===== src/rtl/di_reg_slave_pkg.sv =====
// Shared definitions for the di_reg_slave endpoint: register offsets,
// FSM state encoding and the width of the wait-state counter.
package di_reg_slave_pkg;

  localparam logic [15:0] REG_CTRL    = 16'd0;
  localparam logic [15:0] REG_SCRATCH = 16'd1;
  localparam logic [15:0] REG_STATUS  = 16'd2;
  localparam logic [15:0] REG_COUNTER = 16'd3;
  localparam logic [15:0] REG_VERSION = 16'd4;

  // Wide enough for WAIT_CYCLES up to 255.
  localparam int WAIT_CNT_W = 8;

  typedef enum logic {
    ST_IDLE = 1'b0,
    ST_WAIT = 1'b1
  } state_t;

endpackage


===== src/rtl/di_wait_timer.sv =====
// Wait-state timer: a start pulse arms an up-counter from zero, and done
// pulses for one cycle once WAIT_CYCLES cycles have elapsed since start.
module di_wait_timer
  import di_reg_slave_pkg::*;
#(
  parameter int WAIT_CYCLES = 8
) (
  input  logic if_clock,
  input  logic resetb,
  input  logic start,
  output logic done
);

  localparam logic [WAIT_CNT_W-1:0] LAST_CNT = WAIT_CNT_W'(WAIT_CYCLES - 1);

  logic [WAIT_CNT_W-1:0] wait_cnt;
  logic                  running;

  assign done = running && (wait_cnt == LAST_CNT);

  // Count while running; stop on the terminal count or on reset.
  always_ff @(posedge if_clock) begin
    if (!resetb) begin
      running  <= 1'b0;
      wait_cnt <= '0;
    end else if (start) begin
      running  <= 1'b1;
      wait_cnt <= '0;
    end else if (running) begin
      if (done) begin
        running <= 1'b0;
      end else begin
        wait_cnt <= wait_cnt + 1'b1;
      end
    end
  end

endmodule


===== src/rtl/di_reg_slave.sv =====
// Register slave endpoint on the di bus. Decodes the endpoint address,
// serves a small register bank, and stalls COUNTER reads with wait states.
// Optional sticky decode-error flag enabled by DI_REG_SLAVE_DECODE_ERR_EN.
module di_reg_slave
  import di_reg_slave_pkg::*;
#(
  parameter logic [15:0] EP_ADDR     = 16'h0001,
  parameter int          WAIT_CYCLES = 8,
  parameter logic [15:0] VERSION     = 16'h0100,
  parameter logic [15:0] SCRATCH_RST = 16'hA5A5
) (
  input  logic        if_clock,
  input  logic        resetb,
  input  logic [15:0] diEpAddr,
  input  logic [15:0] diRegAddr,
  input  logic [15:0] diRegDataIn,
  input  logic        diWrite,
  input  logic        diRead,
  output logic [15:0] diRegDataOut,
  output logic        rdwr_ready,
  input  logic [15:0] status_in,
  output logic [15:0] ctrl_out,
  output logic        err
);

  state_t      state;
  state_t      next_state;
  logic        sel;
  logic        idle;
  logic        wr_strobe;
  logic        rd_strobe;
  logic        start_wait;
  logic        finish_wait;
  logic        wait_done;
  logic [15:0] rd_data;
  logic [15:0] read_value;
  logic [15:0] status_value;
  logic [15:0] ctrl_wr_value;
  logic [15:0] scratch;
  logic [15:0] counter;

  assign sel       = (diEpAddr == EP_ADDR);
  assign idle      = (state == ST_IDLE);
  assign wr_strobe = idle && sel && diWrite;
  assign rd_strobe = idle && sel && diRead && !diWrite;

  assign diRegDataOut = sel ? rd_data : 16'h0000;

  di_wait_timer #(
    .WAIT_CYCLES (WAIT_CYCLES)
  ) u_wait_timer (
    .if_clock (if_clock),
    .resetb   (resetb),
    .start    (start_wait),
    .done     (wait_done)
  );

`ifdef DI_REG_SLAVE_DECODE_ERR_EN
  logic err_set;
  logic err_clr;

  assign err_set = idle && sel && (diWrite || diRead) &&
                   ((diRegAddr > REG_VERSION) ||
                    (diWrite && ((diRegAddr == REG_STATUS) || (diRegAddr == REG_VERSION))));
  assign err_clr = wr_strobe && (diRegAddr == REG_CTRL) && diRegDataIn[15];

  assign status_value  = {err, status_in[14:0]};
  assign ctrl_wr_value = {1'b0, diRegDataIn[14:0]};

  // Sticky error flag; a new error wins over a clear in the same cycle.
  always_ff @(posedge if_clock) begin
    if (!resetb) begin
      err <= 1'b0;
    end else if (err_set) begin
      err <= 1'b1;
    end else if (err_clr) begin
      err <= 1'b0;
    end
  end
`else
  assign err           = 1'b0;
  assign status_value  = status_in;
  assign ctrl_wr_value = diRegDataIn;
`endif

  // Read mux for the single-cycle registers.
  always_comb begin
    read_value = 16'h0000;
    case (diRegAddr)
      REG_CTRL:    read_value = ctrl_out;
      REG_SCRATCH: read_value = scratch;
      REG_STATUS:  read_value = status_value;
      REG_VERSION: read_value = VERSION;
      default:     read_value = 16'h0000;
    endcase
  end

  // FSM state register.
  always_ff @(posedge if_clock) begin
    if (!resetb) begin
      state <= ST_IDLE;
    end else begin
      state <= next_state;
    end
  end

  // Next state: COUNTER reads park in WAIT until the timer expires.
  always_comb begin
    next_state  = state;
    start_wait  = 1'b0;
    finish_wait = 1'b0;
    case (state)
      ST_IDLE: begin
        if (rd_strobe && (diRegAddr == REG_COUNTER)) begin
          next_state = ST_WAIT;
          start_wait = 1'b1;
        end
      end
      ST_WAIT: begin
        if (wait_done) begin
          next_state  = ST_IDLE;
          finish_wait = 1'b1;
        end
      end
      default: next_state = ST_IDLE;
    endcase
  end

  // Register bank updates from writes and from completed COUNTER reads.
  always_ff @(posedge if_clock) begin
    if (!resetb) begin
      ctrl_out <= 16'h0000;
      scratch  <= SCRATCH_RST;
      counter  <= 16'h0000;
    end else begin
      if (wr_strobe) begin
        case (diRegAddr)
          REG_CTRL:    ctrl_out <= ctrl_wr_value;
          REG_SCRATCH: scratch  <= diRegDataIn;
          REG_COUNTER: counter  <= diRegDataIn;
          default:     ;
        endcase
      end
      if (finish_wait) begin
        counter <= counter + 16'h0001;
      end
    end
  end

  // Read data capture and ready pacing; data and ready rise together after a wait.
  always_ff @(posedge if_clock) begin
    if (!resetb) begin
      rd_data    <= 16'h0000;
      rdwr_ready <= 1'b0;
    end else if (start_wait) begin
      rdwr_ready <= 1'b0;
    end else if (finish_wait) begin
      rd_data    <= counter;
      rdwr_ready <= 1'b1;
    end else if (idle) begin
      rdwr_ready <= 1'b1;
      if (rd_strobe) begin
        rd_data <= read_value;
      end
    end
  end

endmodule


===== config.mk =====
export PLATFORM = sky130hd
export DESIGN_NAME = di_reg_slave
export DESIGN_NICKNAME = d
export VERILOG_FILES = /design/src/rtl/di_reg_slave_pkg.sv /design/src/rtl/di_wait_timer.sv /design/src/rtl/di_reg_slave.sv
export SDC_FILE = /design/constraint.sdc
export NUM_CORES = 1
export LEC_CHECK = 0
export CORE_ASPECT_RATIO = 0.75
export CORE_MARGIN = 4
export CORE_UTILIZATION = 40
export DETAILED_ROUTE_END_ITERATION = 8
export GPL_TIMING_DRIVEN = 0
export PLACE_DENSITY = 0.66
export SLEW_MARGIN = 30
export SYNTH_ARGS = -nofsm -noshare
export SYNTH_HDL_FRONTEND = slang
export SYNTH_SLANG_ARGS = --single-unit

===== constraint.sdc =====
create_clock -name if_clock -period 3.29 [get_ports if_clock]
set_input_delay 0.658 -clock if_clock [delete_from_list [all_inputs] [get_ports if_clock]]
set_output_delay 0.658 -clock if_clock [all_outputs]
set_load 0.005 [all_outputs]

# Word-level counts from Yosys, hierarchy flattened
# Index checks and enable logic that the tools add are counted.
[word_totals] register_bits=75 output_inout_bits=34 elab_cells=56
[op_classes] addsub=2 n_eq_ne=7 mux=18 bitwise=4 n_reduce_logical=17
[ops] operator="2-to-1 mux 16 bit" n=7
[ops] operator="one-hot mux 16 bit (4 select lines)" n=1
[ops] operator="== test 16 x 1 -> 1 bit, second input constant" n=2
[ops] operator="== test 16 x 2 -> 1 bit, second input constant" n=2
[ops] operator="adder 16 x 1 -> 16 bit, second input constant" n=1
[ops] operator="== test 16 x 3 -> 1 bit, second input constant" n=1
[ops] operator="logical NOT 16 bit" n=1
[ops] operator="2-to-1 mux 1 bit" n=9
[ops] operator="adder 8 x 1 -> 8 bit, second input constant" n=1
[ops] operator="== test 8 x 3 -> 1 bit, second input constant" n=1
[ops] operator="AND reduction 2 bit" n=4
[ops] operator="logical AND 1 bit" n=6
[ops] operator="nonzero test 2 bit" n=3
[ops] operator="NOT 1 bit" n=4
[ops] operator="AND reduction 3 bit" n=1
[ops] operator="inequality test 2 x 1 -> 1 bit, second input constant" n=1
[ops] operator="one-hot mux 1 bit (2 select lines)" n=1
[ops] operator="OR reduction 2 bit" n=1
[ops] operator="logical NOT 1 bit" n=1

# Longest topological paths before layout
# Gate-level depths: netlist (run 1).
[logic_depth] word_depth=9 ltp_mapped=9 ltp_nobuf=6

# By module
# A second synthesis (run 1) with hierarchy kept.
[hier_totals] hier_cells=471 area_unflattened_um2=3945.0
[modules_own_cells] mod="di_reg_slave" n_inst=1 cells_each=423 area_each_um2=3514.6
[modules_own_cells] mod="di_wait_timer" n_inst=1 cells_each=48 area_each_um2=430.4

# Least setup slack after synthesis (run 1)
# No wires, ideal clock.
[synth_timing] path_kind="input port to output port" start="in diEpAddr[9]" end="out diRegDataOut[10]" arrival_time_ns=1.824 path_slack_ns=0.808 stages=5 n_path_buf=2 path_cell_list="or4_4 > nor2_2 > buf_4 > clkbuf_1 > and3_1"
[synth_via] elab_chain_cells=2
[synth_rtl] element="start, declared" line="di_reg_slave.sv:14" text="input logic [15:0] diEpAddr,"
[synth_rtl] element="== test 16 x 1 -> 1 bit" line="di_reg_slave.sv:42" text="assign sel = (diEpAddr == EP_ADDR);"
[synth_rtl] element="2-to-1 mux 16 bit" line="di_reg_slave.sv:47" text="assign diRegDataOut = sel ? rd_data : 16'h0000;"
[synth_rtl] element="end, declared" line="di_reg_slave.sv:19" text="output logic [15:0] diRegDataOut,"
# No other way between the ends.

# Worst setup path in the final report (run 1)
[layout_timing] start="in diEpAddr[10]" end="out diRegDataOut[3]"
# The elaborated chain is that of the path after synthesis.

==> results of run 1 <==
==> per-layer routing <==
metal | vias to the layer above | share of wire, % | track usage [%]
li1 | 2015 | - | -
met1 | 1997 | 48 | 32.09
met2 | 198 | 43 | 35.30
met3 | 19 | 8.2 | 5.823
met4 | 0 | 1.3 | 6.296
met5 | - | 0 | 0
==> cells in the final DEF, fill, tap and decap left out, drive strengths merged, types with 3 or more instances in the layout <==
| cell type | count |
|---|---|
| a31oi | 10 |
| nand4 | 19 |
| o21ai | 6 |
| or4 | 3 |
| buf | 22 |
| nor3 | 8 |
| mux2i | 42 |
| and4 | 3 |
| nor2b | 3 |
| dfxtp | 75 |
| nand2 | 58 |
| nor2 | 50 |
| clkinv | 3 |
| xor2 | 7 |
| a21oi | 31 |
| o211ai | 25 |
| a2bb2oi | 3 |
| inv | 13 |
| and2 | 3 |
| clkbuf | 34 |
| clkdlybuf4s50 | 85 |
| a32oi | 4 |
| and3 | 24 |
| o211a | 12 |
| nand3 | 23 |
| dlygate4sd2 | 14 |
| nor4 | 6 |
==> timing repair <==
action | in CTS | in global routing
pin swaps | 1 | 0
resized for setup | 23 | 1
buffers inserted | 4 | 0
setup endpoints to repair | 16 | 1
==> worst register-to-register path, delay by kind of cell, from the launching register on <==
family                   cells  cell delay, ns
adder cells (fa/ha/maj)      1            0.25
AO/OA/AOI/OAI                2            0.35
AND/OR/NAND/NOR              2            0.48
flip-flops                   1            0.33
buffers and inverters        2            0.94
==> worst max path at each step <==
| stage | startpoint | endpoint |
|---|---|---|
| floorplan | diEpAddr[9] | diRegDataOut[10] |
| global placement | diEpAddr[2] | diRegDataOut[6] |
| detailed placement | diEpAddr[2] | diRegDataOut[6] |
| CTS | diEpAddr[10] | diRegDataOut[15] |
| global route | diEpAddr[5] | diRegDataOut[3] |
| finish | diEpAddr[10] | diRegDataOut[3] |
==> kinds of logic after synthesis <==
family                   count (synthesis)
flip-flops                              75
multiplexers                            42
AO/OA/AOI/OAI                          101
buffers and inverters                   55
adder cells (fa/ha/maj)                  2
AND/OR/NAND/NOR                        208
other                                    1
XOR/XNOR                                 9
==> power breakdown <==
group          leakage, nW  switching, W  internal, W
sequential           0.604   0.000000290     0.000909
clock                0.152      0.000380     0.000658
combinational         1.66     0.0000914     0.000100
==> area by class of cell <==
| type | instances | area [sq um] | area share, % |
|---|---|---|---|
| buffer | 42 | 245.2 | 4.404 |
| clock buffer | 10 | 229.0 | 4.111 |
| clock inverter | 5 | 78.83 | 1.415 |
| inverter | 13 | 48.80 | 0.8762 |
| multi-input combinational | 363 | 2285 | 41.02 |
| sequential | 75 | 1501 | 26.96 |
| tap | 132 | 165.2 | 2.966 |
| timing repair buffer | 104 | 1016 | 18.24 |
==> sequential cells by signal, indices dropped and copies added (netlist names) <==
signal                 count
counter                   16
ctrl_out                  16
rd_data                   16
scratch                   16
u_wait_timer.wait_cnt      8
rdwr_ready                 1
state                      1
u_wait_timer.running       1
==> stage by stage <==
stage	worst slack (ns)	power [W]	hold WS (ns)
2_1_floorplan	0.8075	0.0009969	0.4323
3_3_place_gp	-0.2594	0.001115	0.4443
3_5_place_dp	-0.3047	0.001117	0.4488
4_1_cts	0.0005165	0.002144	0.4622
5_1_grt	0.05145	0.002207	0.4762
6_report	0.1373	0.002139	0.4609
==> flow_results.xml, run 1 <==
<?xml version="1.0" encoding="UTF-8"?>
<metrics>
  <group name="setup_path">
    <metric name="series_of_cell_instances_along_the_critical_path" unit="">clkdlybuf4s50_1, or4_4, nor2_4, buf_6, and3_1, clkdlybuf4s50_1</metric>
    <metric name="r2r_setup_slack" unit="ns">0.87</metric>
    <metric name="crit_top_cell" unit="">sky130_fd_sc_hd__clkdlybuf4s50_1</metric>
    <metric name="critPathTopFamily" unit="">buffers and inverters</metric>
    <metric name="critical_path.max_fanout" unit="">4</metric>
    <metric name="required" unit="ns">2.63</metric>
    <metric name="timing.rr.end" unit="">rd_data[8]</metric>
    <metric name="worst-r2r-cell-count" unit="">7</metric>
    <metric name="crit_path_end_kind" unit="">primary output</metric>
    <metric name="critical_path.startpoint_type" unit="">primary input</metric>
    <metric name="critical_path_cell_count" unit="">6</metric>
    <metric name="r2r-start" unit="">u_wait_timer.wait_cnt[0]</metric>
    <metric name="cp_slowest_stage_delay" unit="ns">0.55</metric>
    <metric name="cp_data_arrival_time" unit="ns">2.49</metric>
    <metric name="worst-setup-path-type" unit="">primary input to primary output</metric>
    <metric name="crit_path_top_delay_cell" unit="">sky130_fd_sc_hd__or4_4</metric>
    <metric name="critical_path.n_buffers_inverters" unit="">3</metric>
  </group>
  <group name="final_layout">
    <metric name="nFillCells" unit="">931</metric>
    <metric name="post_route_cells_drive_above_1_share" unit="%">8.170</metric>
    <metric name="layout.cells.non_filler" unit="">744</metric>
    <metric name="finalInstanceArea" unit="sq mm">0.005569</metric>
    <metric name="fin_util" unit="%">56.98</metric>
    <metric name="area_growth" unit="%">37.42</metric>
    <metric name="antenna_cells" unit="">0</metric>
    <metric name="nNetsFinal" unit="">678</metric>
  </group>
  <group name="clock_network">
    <metric name="clk_pin_slew" unit="ns">0.06</metric>
    <metric name="tritoncts" unit="">yes</metric>
    <metric name="cts_max_path_buffers" unit="">2</metric>
    <metric name="clkLatencyLatePin" unit="ns">0.34</metric>
    <metric name="inserted_clock_buffers" unit="">9</metric>
    <metric name="cts.sinks" unit="">75</metric>
    <metric name="holdBufCountCts" unit="">0</metric>
    <metric name="clock_tree.htree_level_count" unit="">3</metric>
    <metric name="clockRootBuffer" unit="">sky130_fd_sc_hd__clkbuf_16</metric>
  </group>
  <group name="floorplan">
    <metric name="num_rows" unit="">31</metric>
    <metric name="die_h" unit="um">95.17</metric>
    <metric name="design.core.area" unit="sq mm">0.009774</metric>
    <metric name="fp.dieArea" unit="sq mm">0.01182</metric>
    <metric name="die-width" unit="um">124.2</metric>
    <metric name="floorplan.io_pins" unit="">102</metric>
    <metric name="start_util" unit="%">41.46</metric>
  </group>
  <group name="logic_synthesis">
    <metric name="synth_simple_gate_area_share" unit="%">25.66</metric>
    <metric name="synth_compound_area_share" unit="%">17.47</metric>
    <metric name="yosysUniqueCellTypes" unit="">54</metric>
    <metric name="synth_top_family_by_area" unit="">simple AND/OR/NAND/NOR gates</metric>
    <metric name="post_synth.cell_area_avg" unit="sq um">8.220</metric>
    <metric name="mappedNetlistArea" unit="sq mm">0.004053</metric>
    <metric name="mappedNetlistNets" unit="">563</metric>
    <metric name="post-synth-top-area-fraction" unit="%">37.05</metric>
    <metric name="ys_dominant_reg_cell" unit="">sky130_fd_sc_hd__dfxtp_1</metric>
    <metric name="post-synth-top-count-cell" unit="">sky130_fd_sc_hd__dfxtp_1</metric>
    <metric name="post_synth_inst_count" unit="">493</metric>
    <metric name="ys_seq_area_share" unit="%">37.05</metric>
    <metric name="synth_common_cells" unit="">75 x sky130_fd_sc_hd__dfxtp_1, 58 x sky130_fd_sc_hd__nand2_1, 49 x sky130_fd_sc_hd__nor2_1, 42 x sky130_fd_sc_hd__mux2i_1, 31 x sky130_fd_sc_hd__a21oi_1</metric>
    <metric name="synth-xor-area-share" unit="%">1.945</metric>
    <metric name="adder_and_majority_gate_portion_of_the_synthesized_area" unit="%">0.6175</metric>
    <metric name="synth_edf_count" unit="">0</metric>
    <metric name="async_reset_ff_share" unit="%">0</metric>
    <metric name="post_synth_main_area_contributors" unit="">sky130_fd_sc_hd__dfxtp_1 37%, sky130_fd_sc_hd__mux2i_1 10%, sky130_fd_sc_hd__nand2_1 5.4%</metric>
    <metric name="post_synth_mux_area_share" unit="%">10.37</metric>
    <metric name="ys_seq_elements" unit="">75</metric>
    <metric name="yosysWarnings" unit="">0</metric>
    <metric name="netlist.top_cell.by_area" unit="">sky130_fd_sc_hd__dfxtp_1</metric>
  </group>
  <group name="placed_design">
    <metric name="post_dp_cell_area" unit="sq mm">0.005219</metric>
    <metric name="place.detailed.instances" unit="">725</metric>
    <metric name="port_buffers" unit="">100</metric>
    <metric name="hpwl" unit="mm">10.64</metric>
    <metric name="gp_congestion" unit="">0.9119</metric>
  </group>
  <group name="power">
    <metric name="p_per_area" unit="mW/mm^2">384.1</metric>
    <metric name="vdd_ir_max" unit="uV">268.2</metric>
    <metric name="power.static_leakage" unit="nW">2.412</metric>
  </group>
  <group name="grt">
    <metric name="via_count_of_the_first_global_routing_pass" unit="">4009</metric>
    <metric name="grt_usage" unit="%">22.94</metric>
    <metric name="global_route_wire_length_before_repair" unit="mm">21.29</metric>
    <metric name="grt-ovfl-total" unit="">0</metric>
    <metric name="number_of_antenna_violations_at_the_first_check_in_global_routing" unit="">0</metric>
    <metric name="pin_count_of_the_biggest_net_entering_global_routing" unit="">13</metric>
  </group>
  <group name="min_path">
    <metric name="holdPathEnd" unit="">rd_data[15]</metric>
    <metric name="worst_hold_path.num_cells" unit="">1</metric>
    <metric name="hold_start" unit="">rd_data[15]</metric>
    <metric name="holdCritPathClass" unit="">register to register</metric>
  </group>
  <group name="flow_run">
    <metric name="maxCapViolations" unit="">0</metric>
  </group>
  <group name="outcome">
    <metric name="outcome" unit="">completed</metric>
  </group>
  <group name="routing">
    <metric name="ant_nets" unit="">0</metric>
    <metric name="detail_route.first_pass.iterations" unit="">5</metric>
    <metric name="drc_errors" unit="">0</metric>
    <metric name="postRouteWirelength" unit="mm">13.65</metric>
    <metric name="dr.first_iter.drc_count" unit="">431</metric>
    <metric name="route.detailed.wl_per_inst" unit="um">18.35</metric>
    <metric name="vias" unit="">4229</metric>
    <metric name="via_per_inst" unit="">5.684</metric>
  </group>
  <group name="sta">
    <metric name="final_hold_vio_count" unit="">0</metric>
    <metric name="tightest_slew" unit="ns">0.5942</metric>
    <metric name="final.setup.tns" unit="ns">0</metric>
    <metric name="setup_viol_count_final" unit="">0</metric>
    <metric name="worst_clk_skew" unit="ns">0.007058</metric>
    <metric name="timing.fmax" unit="GHz">0.3172</metric>
    <metric name="fin_crit_sh" unit="%">95.83</metric>
    <metric name="slew_headroom" unit="%">60.39</metric>
    <metric name="timing_max_transition_violations_final" unit="">0</metric>
    <metric name="rsz0062_at_grt" unit="">no</metric>
    <metric name="post-route-min-period" unit="ns">3.153</metric>
  </group>
</metrics>
Power figures use the tool's default switching activity.
==> inputs of run 2 (changes only) <==
--- a/config.mk
+++ b/config.mk
@@ -10,7 +10,9 @@
 export CORE_UTILIZATION = 40
 export DETAILED_ROUTE_END_ITERATION = 8
 export GPL_TIMING_DRIVEN = 0
+export HOLD_SLACK_MARGIN = 0.12
 export PLACE_DENSITY = 0.66
+export SETUP_SLACK_MARGIN = 0.05
 export SLEW_MARGIN = 30
 export SYNTH_ARGS = -nofsm -noshare
 export SYNTH_HDL_FRONTEND = slang
==> flow_results.xml, run 2 (synthesis results as in run 1) <==
<?xml version="1.0" encoding="UTF-8"?>
<metrics>
  <group name="setup_path">
    <metric name="critical_path.max_fanout" unit="">4</metric>
    <metric name="worst-setup-path-type" unit="">primary input to primary output</metric>
    <metric name="critical_path_cell_count" unit="">6</metric>
    <metric name="cp_slowest_stage_delay" unit="ns">0.55</metric>
    <metric name="critPathTopFamily" unit="">buffers and inverters</metric>
    <metric name="r2r_setup_slack" unit="ns">0.88</metric>
    <metric name="cp-endpoint" unit="">diRegDataOut[3]</metric>
    <metric name="worstSetupStartpoint" unit="">diEpAddr[10]</metric>
    <metric name="required" unit="ns">2.63</metric>
    <metric name="crit_path_end_kind" unit="">primary output</metric>
    <metric name="critical_path.n_buffers_inverters" unit="">3</metric>
    <metric name="worst-r2r-cell-count" unit="">7</metric>
    <metric name="crit_path_top_delay_cell" unit="">sky130_fd_sc_hd__or4_4</metric>
    <metric name="timing.rr.end" unit="">rd_data[8]</metric>
    <metric name="series_of_cell_instances_along_the_critical_path" unit="">clkdlybuf4s50_1, or4_4, nor2_4, buf_6, and3_1, clkdlybuf4s50_1</metric>
    <metric name="crit_top_cell" unit="">sky130_fd_sc_hd__clkdlybuf4s50_1</metric>
    <metric name="critical_path.startpoint_type" unit="">primary input</metric>
    <metric name="cp_data_arrival_time" unit="ns">2.49</metric>
    <metric name="r2r-start" unit="">u_wait_timer.wait_cnt[0]</metric>
  </group>
  <group name="power">
    <metric name="power_switching_share" unit="%">22.11</metric>
    <metric name="clock_power_share" unit="%">48.6</metric>
    <metric name="vdd_ir_max" unit="uV">270.9</metric>
    <metric name="power.share.sequential" unit="%">42.5</metric>
    <metric name="p_per_area" unit="mW/mm^2">384.7</metric>
    <metric name="power.static_leakage" unit="nW">2.399</metric>
    <metric name="cell_internal_pwr" unit="W">0.001667</metric>
    <metric name="pwr-share-comb" unit="%">9.0</metric>
    <metric name="power.switching" unit="W">0.0004734</metric>
    <metric name="p_total" unit="W">0.002141</metric>
  </group>
  <group name="grt">
    <metric name="pin_count_of_the_biggest_net_entering_global_routing" unit="">13</metric>
    <metric name="busiest_layer" unit="">met2</metric>
    <metric name="via_count_of_the_first_global_routing_pass" unit="">4009</metric>
    <metric name="number_of_antenna_violations_at_the_first_check_in_global_routing" unit="">0</metric>
    <metric name="global_route_wire_length_before_repair" unit="mm">21.29</metric>
    <metric name="grt_usage" unit="%">22.94</metric>
    <metric name="grt_use_met2" unit="%">35.30</metric>
    <metric name="globalRouteMet1Util" unit="%">32.09</metric>
    <metric name="grtUsageMet3" unit="%">5.823</metric>
    <metric name="grt-ovfl-total" unit="">0</metric>
  </group>
  <group name="flow_run">
    <metric name="maxCapViolations" unit="">0</metric>
  </group>
  <group name="sta">
    <metric name="tightest_slew" unit="ns">0.5750</metric>
    <metric name="post-route-min-period" unit="ns">3.153</metric>
    <metric name="rsz0062_at_grt" unit="">no</metric>
    <metric name="timing_max_transition_violations_final" unit="">0</metric>
    <metric name="final_hold_vio_count" unit="">0</metric>
    <metric name="worst_clk_skew" unit="ns">0.007844</metric>
    <metric name="setup_viol_count_final" unit="">0</metric>
    <metric name="slew_headroom" unit="%">61.67</metric>
    <metric name="postLayoutSetupSlackWorst" unit="ns">0.1373</metric>
    <metric name="finalHoldWorstSlack" unit="ns">0.4616</metric>
    <metric name="timing.fmax" unit="GHz">0.3172</metric>
    <metric name="final.setup.tns" unit="ns">0</metric>
    <metric name="fin_crit_sh" unit="%">95.83</metric>
  </group>
  <group name="routing">
    <metric name="postRouteWirelength" unit="mm">13.64</metric>
    <metric name="dr.first_iter.drc_count" unit="">430</metric>
    <metric name="ant_nets" unit="">0</metric>
    <metric name="detail_route.first_pass.iterations" unit="">5</metric>
    <metric name="route.detailed.wl_per_inst" unit="um">18.33</metric>
    <metric name="drc_errors" unit="">0</metric>
    <metric name="via_per_inst" unit="">5.669</metric>
    <metric name="vias" unit="">4218</metric>
  </group>
  <group name="clock_network">
    <metric name="clockRootBuffer" unit="">sky130_fd_sc_hd__clkbuf_16</metric>
    <metric name="cts.sinks" unit="">75</metric>
    <metric name="clkLatencyLatePin" unit="ns">0.34</metric>
    <metric name="clock_tree.htree_level_count" unit="">3</metric>
    <metric name="cts_max_path_buffers" unit="">2</metric>
    <metric name="inserted_clock_buffers" unit="">9</metric>
    <metric name="holdBufCountCts" unit="">0</metric>
    <metric name="clk_pin_slew" unit="ns">0.06</metric>
    <metric name="tritoncts" unit="">yes</metric>
  </group>
  <group name="final_layout">
    <metric name="post_route_cells_drive_above_1_share" unit="%">8.170</metric>
    <metric name="final_cell_mix" unit="">85 x sky130_fd_sc_hd__clkdlybuf4s50_1, 75 x sky130_fd_sc_hd__dfxtp_1, 58 x sky130_fd_sc_hd__nand2_1</metric>
    <metric name="mostFrequentLayoutCell" unit="">sky130_fd_sc_hd__clkdlybuf4s50_1</metric>
    <metric name="finalInstanceArea" unit="sq mm">0.005565</metric>
    <metric name="area_growth" unit="%">37.33</metric>
    <metric name="nNetsFinal" unit="">678</metric>
    <metric name="antenna_cells" unit="">0</metric>
  </group>
  <group name="floorplan">
    <metric name="die_h" unit="um">95.17</metric>
    <metric name="start_util" unit="%">41.46</metric>
    <metric name="die-width" unit="um">124.2</metric>
    <metric name="fp.dieArea" unit="sq mm">0.01182</metric>
    <metric name="num_rows" unit="">31</metric>
    <metric name="floorplan.io_pins" unit="">102</metric>
    <metric name="design.core.area" unit="sq mm">0.009774</metric>
  </group>
  <group name="placed_design">
    <metric name="gp_congestion" unit="">0.9119</metric>
    <metric name="hpwl" unit="mm">10.64</metric>
    <metric name="port_buffers" unit="">100</metric>
    <metric name="dpl_worst_slack" unit="ns">-0.3047</metric>
    <metric name="post_dp_cell_area" unit="sq mm">0.005219</metric>
  </group>
  <group name="outcome">
    <metric name="outcome" unit="">completed</metric>
  </group>
  <group name="min_path">
    <metric name="holdCritPathClass" unit="">register to register</metric>
    <metric name="hold_start" unit="">rd_data[15]</metric>
  </group>
</metrics>
[run 2: power by group through the flow]
| stage | sequential (W) | clock (W) | combinational (W) |
|---|---|---|---|
| finish | 0.000909 | 0.00104 | 0.000192 |
| global route | 0.000909 | 0.00109 | 0.000204 |
| CTS | 0.000909 | 0.00105 | 0.000190 |
| detailed placement | 0.000929 | 0 | 0.000188 |
| global placement | 0.000929 | 0 | 0.000186 |
| floorplan | 0.000929 | 0 | 0.0000676 |
[run 2: worst min-delay path by stage]
stage | endpoint | slack, ns | depth (start not counted)
after floorplan | rd_data[14] | 0.43 | 1
after global placement | rd_data[14] | 0.44 | 1
after detailed placement | rd_data[15] | 0.45 | 1
after CTS | rd_data[15] | 0.46 | 1
after global routing | rd_data[15] | 0.48 | 1
final | rd_data[15] | 0.46 | 1
[run 2: cell type report]
class,instances,area [sq um]
flip-flops and latches,75,1501
repair buffers,104,1012
well taps,132,165.2
plain buffers,42,245.2
fillers,933,4209
clock buffers,10,229.0
multi-input cells,363,2285
clock inverters,5,78.83
inverters,13,48.80
[run 2: what timing repair did]
item,4_1_cts,5_1_grt
setup endpoints to repair,16,0
gates resized for setup,24,0
buffers inserted,4,0
endpoints found under the hold margin,0,0
[run 2: metrics by stage]
stage	utilization (%)	std cells
3_3_place_gp	53.39	725
4_1_cts	56.94	744
6_report	56.94	744
3_5_place_dp	53.39	725
5_1_grt	56.94	744
2_1_floorplan	-	493
[run 2: per-layer routing]
layer | vias to the layer above | wire length (um)
li1 | 2015 | -
met5 | - | 0
met4 | 0 | 181
met3 | 20 | 1181
met2 | 206 | 5809
met1 | 1977 | 6465
